## src/rtl/speed_clk_pkg.sv

```systemverilog
// Shared band constants and the speed-code to half-period decode used by every channel.
package speed_clk_pkg;

  localparam int unsigned DEF_HALF_SLOW  = 80;
  localparam int unsigned DEF_HALF_MID   = 40;
  localparam int unsigned DEF_HALF_FAST  = 10;
  localparam int unsigned DEF_MID_START  = 6;
  localparam int unsigned DEF_FAST_START = 11;

  // Width-agnostic decode; callers cast the result down to their counter width.
  function automatic int unsigned dec_half(
    input int unsigned code,
    input int unsigned half_slow,
    input int unsigned half_mid,
    input int unsigned half_fast,
    input int unsigned mid_start,
    input int unsigned fast_start
  );
    if (code == 0)               return 0;
    else if (code < mid_start)   return half_slow;
    else if (code < fast_start)  return half_mid;
    else                         return half_fast;
  endfunction

endpackage

```

## src/rtl/speed_clk_chan.sv

```systemverilog
// One divider channel: half-period counter, active half register, div_clk and tick.
module speed_clk_chan
  import speed_clk_pkg::*;
#(
  parameter int unsigned SPEED_W    = 4,
  parameter int unsigned CNT_W      = 20,
  parameter int unsigned HALF_SLOW  = DEF_HALF_SLOW,
  parameter int unsigned HALF_MID   = DEF_HALF_MID,
  parameter int unsigned HALF_FAST  = DEF_HALF_FAST,
  parameter int unsigned MID_START  = DEF_MID_START,
  parameter int unsigned FAST_START = DEF_FAST_START
) (
  input  logic               i_clk,
  input  logic               i_rst_n,
  input  logic               i_sync,
  input  logic [SPEED_W-1:0] i_speed,
  output logic               o_div_clk,
  output logic               o_tick,
  output logic               o_running
);

  logic [CNT_W-1:0] r_cnt;
  logic [CNT_W-1:0] r_half;
  logic             r_div;
  logic             r_tick;
  logic [CNT_W-1:0] w_dec;
  logic             w_bound;

  assign w_dec   = CNT_W'(dec_half(32'(i_speed), HALF_SLOW, HALF_MID, HALF_FAST,
                                   MID_START, FAST_START));
  assign w_bound = (r_cnt == r_half - CNT_W'(1));

  always_ff @(posedge i_clk) begin
    if (!i_rst_n) begin
      r_cnt  <= '0;
      r_half <= '0;
      r_div  <= 1'b0;
      r_tick <= 1'b0;
    end else if (i_sync || (r_half == '0)) begin
      r_cnt  <= '0;
      r_div  <= 1'b0;
      r_tick <= 1'b0;
      r_half <= w_dec;
    end else begin
      r_tick <= 1'b0;
      if (w_bound) begin
        r_cnt <= '0;
        r_div <= ~r_div;
        if (!r_div) begin
          // A stop request on the rising edge is deferred so the high half completes.
          r_tick <= 1'b1;
          if (w_dec != '0) r_half <= w_dec;
        end else begin
          r_half <= w_dec;
        end
      end else begin
        r_cnt <= r_cnt + CNT_W'(1);
      end
    end
  end

  assign o_div_clk = r_div;
  assign o_tick    = r_tick;
  assign o_running = (r_half != '0);

endmodule

```

## src/rtl/speed_clk_gen.sv

```systemverilog
// Multi-channel speed-selectable clock divider: slices the speed bus and fans out sync.
module speed_clk_gen
  import speed_clk_pkg::*;
#(
  parameter int unsigned N_CH       = 2,
  parameter int unsigned SPEED_W    = 4,
  parameter int unsigned CNT_W      = 20,
  parameter int unsigned HALF_SLOW  = DEF_HALF_SLOW,
  parameter int unsigned HALF_MID   = DEF_HALF_MID,
  parameter int unsigned HALF_FAST  = DEF_HALF_FAST,
  parameter int unsigned MID_START  = DEF_MID_START,
  parameter int unsigned FAST_START = DEF_FAST_START
) (
  input  logic                    clk,
  input  logic                    rst_n,
  input  logic                    sync,
  input  logic [N_CH*SPEED_W-1:0] speed,
  output logic [N_CH-1:0]         div_clk,
  output logic [N_CH-1:0]         tick,
  output logic [N_CH-1:0]         running
);

  localparam longint unsigned CNT_LIM  = 64'd1 << CNT_W;
  localparam longint unsigned CODE_MAX = (64'd1 << SPEED_W) - 64'd1;

  if (HALF_SLOW < 1 || 64'(HALF_SLOW) >= CNT_LIM ||
      HALF_MID  < 1 || 64'(HALF_MID)  >= CNT_LIM ||
      HALF_FAST < 1 || 64'(HALF_FAST) >= CNT_LIM) begin : g_bad_half
    $error("speed_clk_gen: half-period parameter out of range");
  end

  if (MID_START <= 1 || FAST_START <= MID_START ||
      64'(FAST_START) > CODE_MAX) begin : g_bad_band
    $error("speed_clk_gen: speed band starts out of range");
  end

  for (genvar g = 0; g < N_CH; g++) begin : g_ch
    speed_clk_chan #(
      .SPEED_W   (SPEED_W),
      .CNT_W     (CNT_W),
      .HALF_SLOW (HALF_SLOW),
      .HALF_MID  (HALF_MID),
      .HALF_FAST (HALF_FAST),
      .MID_START (MID_START),
      .FAST_START(FAST_START)
    ) u_chan (
      .i_clk    (clk),
      .i_rst_n  (rst_n),
      .i_sync   (sync),
      .i_speed  (speed[g*SPEED_W +: SPEED_W]),
      .o_div_clk(div_clk[g]),
      .o_tick   (tick[g]),
      .o_running(running[g])
    );
  end

endmodule

```

## config.mk

```make
export PLATFORM = sky130hd
export DESIGN_NAME = speed_clk_gen
export DESIGN_NICKNAME = d
export VERILOG_FILES = /design/src/rtl/speed_clk_pkg.sv /design/src/rtl/speed_clk_chan.sv /design/src/rtl/speed_clk_gen.sv
export SDC_FILE = /design/constraint.sdc
export NUM_CORES = 1
export LEC_CHECK = 0
export CORE_MARGIN = 2
export CORE_UTILIZATION = 68
export DETAILED_ROUTE_END_ITERATION = 12
export DONT_BUFFER_PORTS = 1
export GPL_TIMING_DRIVEN = 0
export PLACE_DENSITY = 0.83
export SYNTH_ARGS = -nofsm -noshare
export SYNTH_HDL_FRONTEND = slang
export SYNTH_SLANG_ARGS = --single-unit
```

## constraint.sdc

```tcl
create_clock -name clk -period 4.2 [get_ports clk]
set_input_delay 0.84 -clock clk [delete_from_list [all_inputs] [get_ports clk]]
set_output_delay 0.84 -clock clk [all_outputs]
set_load 0.05 [all_outputs]
```

* Word-level counts from Yosys, hierarchy flattened
Index checks and enable logic that the tools add are counted.
** Word-level totals
- Flip-flop bits (word level) :: 84
** Cells by class
- Bitwise logic cells :: 5
- Add/subtract/negate cells :: 4
- Multiplexer cells :: 16
- Equality and inequality tests :: 2
- $lt $le $gt $ge :: 4
- Reduce and logical (&&, ||, !) cells :: 22
** Operators by type and width (count)
- two-way mux 20 bit :: 12
- nonzero test 20 bit :: 4
- adder 20 x 1 -> 20 bit, second input constant :: 2
- == test 20 bit :: 2
- logical NOT 20 bit :: 2
- subtractor 20 x 1 -> 20 bit, second input constant :: 2
- two-way mux 6 bit :: 2
- OR reduction 3 bit :: 4
- logical NOT 4 bit :: 2
- < comparator 4 x 3 -> 1 bit, second input constant :: 2
- < comparator 4 bit, second input constant :: 2
- nonzero test 3 bit :: 2
- NOT 1 bit :: 5
- AND reduction 2 bit :: 2
- nonzero test 2 bit :: 2
- OR reduction 2 bit :: 2
- logical OR 1 bit :: 2
- two-way mux 1 bit :: 2

* Depth between registers and ports, before layout
- Depth after elaboration :: 9
- Mapped depth :: 11

* Cells and area by module
From an unflattened synthesis, not the netlist that was laid out.
** Unflattened totals
- Cells, all modules :: 316
- Area total of the unflattened synthesis :: 2690.1 sq um
** By module, submodules not included
- speed_clk_chan :: sequential area each 520.5 sq um, cells each 158, instances 2, area an instance 1345.0 sq um

* Worst setup path after synthesis
OpenSTA, ideal clock, no wires.
- Path kind :: input to register
- From :: in speed[2]
- To :: reg g_ch[0].u_chan.r_half[5]
- Arrival :: 2.155 ns
- Stages on the path :: 6
- Slack :: 1.966 ns
- Path buffers :: 0
- Cells stage by stage :: or3_1 -> or3_1 -> nor3_1 -> a22o_1 -> nand2_1 -> o211ai_1
** On the way
- Cells in the longest elaborated chain, start to end :: 8
- Elaborated cells on any way between the ends :: 13
** Ends and longest elaborated chain
- start: declaration :: line speed_clk_gen.sv:17 : input logic [N_CH*SPEED_W-1:0] speed,
- < comparator 4 bit :: line speed_clk_pkg.sv:21 : else if (code < fast_start) return half_mid;
- two-way mux 6 bit :: line speed_clk_pkg.sv:21
- two-way mux 20 bit :: line speed_clk_pkg.sv:20 : else if (code < mid_start) return half_slow;
- two-way mux 20 bit * :: line speed_clk_pkg.sv:19 : if (code == 0) return 0;
- parallel branches: the longest is 4 deep, another holds nonzero test 20 bit
- end signal: assignment :: line speed_clk_chan.sv:43 : r_half <= w_dec;
- end signal: assignment :: line speed_clk_chan.sv:52 : if (w_dec != '0) r_half <= w_dec;
- end signal: assignment :: line speed_clk_chan.sv:54 : r_half <= w_dec;
- end: declaration :: line speed_clk_chan.sv:23 : logic [CNT_W-1:0] r_half;
Mark *: on every way between the ends. The select of a mux whose other input is x is not followed.
A chain may end at the register's enable or synchronous reset.

* Worst setup path after layout
- From :: reg g_ch[1].u_chan.r_half[1]
- To :: out running[1]
** On the way
- Cells in the longest elaborated chain, start to end :: 1
** Ends and longest elaborated chain
- start: declaration :: line speed_clk_chan.sv:23
- start signal: assignment :: line speed_clk_chan.sv:43
- start signal: assignment :: line speed_clk_chan.sv:52
- start signal: assignment :: line speed_clk_chan.sv:54
- nonzero test 20 bit :: line speed_clk_chan.sv:64 : assign o_running = (r_half != '0);
- end: declaration :: line speed_clk_gen.sv:20 : output logic [N_CH-1:0] running
No other way between the ends.

==> metrics.cfg <==
[cells_and_area]
multi_input_area_um2=1670
fillers=305
final_common_cell=nor2_1
area_growth_syn_to_layout_pct=4.56
drive_gt1_share_pct=8.29
final_cell_mix=nor2_1, dfxtp_1, xor2_1, nand2_1, xnor2_1
seq_area_um2=1040
diodes=0
final_nets=369

[logic_synthesis]
yosysSeqAreaShare_pct=36.2
syn_nets=362
syn_avg_cell_area_um2=8.34
synth_top_area_share_pct=36.2
async_flop_share_pct=0
synth_edf_count=0
yosys.area.top_type=dfxtp_1
syn_inst=345
synth_cell_type_count=49
netlist_area_um2=2880
synth_flop_cell=dfxtp_1
ys.warnings.count=0
yosys-top-cells-area=dfxtp_1, xor2_1, nor2_1
ys_seq_elements=52

[place]
io_buffers=0
preCtsSetupSlack_ns=1.75
place.gp.congestion=0.859
place_hpwl_um=3900

[worst_hold_path]
hp-class=flip-flop to flip-flop
hold_end=g_ch[0].u_chan.o_tick
hold_depth=1
worstHoldStart=g_ch[0].u_chan.o_div_clk

[setup_path]
crit_chain=inv_1 > ha_1 > nor3b_1 > inv_1 > buf_4
start_kind=flip-flop
path_class=flip-flop to output port
r2r_setup_slack_ns=1.71
crit_buf_inv=3
crit_fanout=7
critical_path.slowest_cell=nor3b_1
worstSetupEndpointType=output port
worstRegToRegCells=8
max_stage_delay_ns=0.50
timing.rr.start=g_ch[1].u_chan.r_half[1]
crit_arrival_ns=1.82
r2r_end=g_ch[1].u_chan.r_half[5]
crit_required_ns=3.36
crit_top_cell=inv_1
crit_family=simple AND/OR/NAND/NOR gates

[global_routing]
grt_max_degree=14
grt_pass1_vias=2114
antenna_found_initial=0
grt_usage_pct=23.2
grt-ovfl-total=0
grt_pass1_wl_um=9380

[route]
wl_um=5270
vias=2354
post_drt_wl_per_cell_um=13.2
routed_via_density=5.89
drc=0
ant_nets=0
drt_iter0_drc=176
dr.pass1.iters=4

[power]
total_power_mw=0.920
irDropWorstVdd_v=0.000243
p_leak_nw=1.06
power_density_nw_per_um2=306

[sta]
slew_viol_final=0
hold_viol=0
tns_ns=0
timing.final.ws_setup_ns=1.54
setup_viol=0
worst_pin_slew_ns=0.895
slew_headroom_pct=39.8
fin_crit_ns=2.66
grt_setup_unrepaired=false
finalCritPeriodShare_pct=63.3
fmax_ghz=0.376
skew_ns=0.00348
whs_ns=0.493

[clock_tree]
clock_sinks=52
cts_made_buffers=5
cts_resized=0
htreeDepth=2
cts_tree=built
postCtsSetupRepairBufs=0
path_clk_slew_ns=0.08
cts_root_buf=clkbuf_8
clk_path_buf_depth=2
clock_latency_ns=0.30
cts_hold_buf=0

[die]
fp.coreArea_um2=4030
dieWidth_um=69.1
rows=23
pin_count=17
die-height_um=69.1
initial_utilization_pct=71.5
design.die.area_um2=4770

[flow_run]
maxCapViolations=0

[run_status]
outcome=completed

synth_stat cells, types with 4 or more instances:
| cell type | count |
|---|---|
| o211ai_1 | 4 |
| xnor2_1 | 23 |
| nor3b_1 | 4 |
| inv_1 | 12 |
| nor3_1 | 7 |
| ha_1 | 6 |
| nor2_1 | 54 |
| nand2_1 | 24 |
| or4_1 | 4 |
| xor2_1 | 27 |
| and2_1 | 4 |
| and4_1 | 5 |
| dfxtp_1 | 52 |
| nand3_1 | 22 |
| nand4_1 | 16 |
| buf_4 | 6 |
| nor2b_1 | 4 |
| clkbuf_1 | 5 |
| and3_1 | 8 |
| a21oi_1 | 8 |
| buf_2 | 4 |
cell type report:
class	count	share of cell area (%)
Buffer	18	3.91
Inverter	13	1.66
Sequential cell	52	34.6
Tap cell	50	2.08
Clock buffer	5	2.29
Multi-Input combinational cell	262	55.5
stage by stage:
step           cells  cell area [µm²]  utilization (%)
2_1_floorplan    345             2880                -
3_3_place_gp     395             2940             73.0
3_5_place_dp     395             2940             73.0
4_1_cts          400             3010             74.7
5_1_grt          400             3010             74.7
6_report         400             3010             74.7
sequential cells by signal, summed over array words and instances, names as in the netlist:
name	flops
g_ch.u_chan.r_cnt	40
g_ch.u_chan.r_half	8
g_ch.u_chan.o_div_clk	2
g_ch.u_chan.o_tick	2
power by group:
part	switching, mW	internal [mW]	leakage [nW]
Clock	0.148	0.108	0.0359
Sequential	0.0129	0.501	0.421
Combinational	0.0844	0.0655	0.606
Total	0.245	0.675	1.06
worst max path at each step:
stage / slack (ns) / end / cells after the start / startpoint
floorplan: 1.97 / g_ch[0].u_chan.r_half[5] / 6 / speed[2]
global placement: 1.80 / g_ch[1].u_chan.r_half[1] / 8 / g_ch[1].u_chan.r_half[1]
detailed placement: 1.75 / g_ch[0].u_chan.r_half[3] / 9 / g_ch[0].u_chan.r_half[1]
CTS: 1.57 / running[1] / 5 / g_ch[1].u_chan.r_half[1]
global route: 1.33 / running[1] / 5 / g_ch[1].u_chan.r_half[1]
finish: 1.54 / running[1] / 5 / g_ch[1].u_chan.r_half[1]
layer usage:
metal | part of all wire, % | vias to the layer above | routed length [µm] | track usage (%)
met5 | 0 | - | 0 | 0
met4 | 1.1 | 0 | 56 | 6.54
met3 | 4.5 | 7 | 237 | 5.85
met2 | 43 | 48 | 2270 | 34.9
met1 | 51 | 1100 | 2700 | 33.1
li1 | - | 1199 | - | -
logic make-up after synthesis:
family,count (synthesis),synth area share (%)
AO/OA/AOI/OAI,31,7.82
flip-flops,52,36.2
adder cells (fa/ha/maj),6,2.61
XOR/XNOR,50,15.2
multiplexers,3,1.04
buffers and inverters,31,5.82
AND/OR/NAND/NOR,172,31.3
No activity file was read; power rests on OpenSTA's default activity.
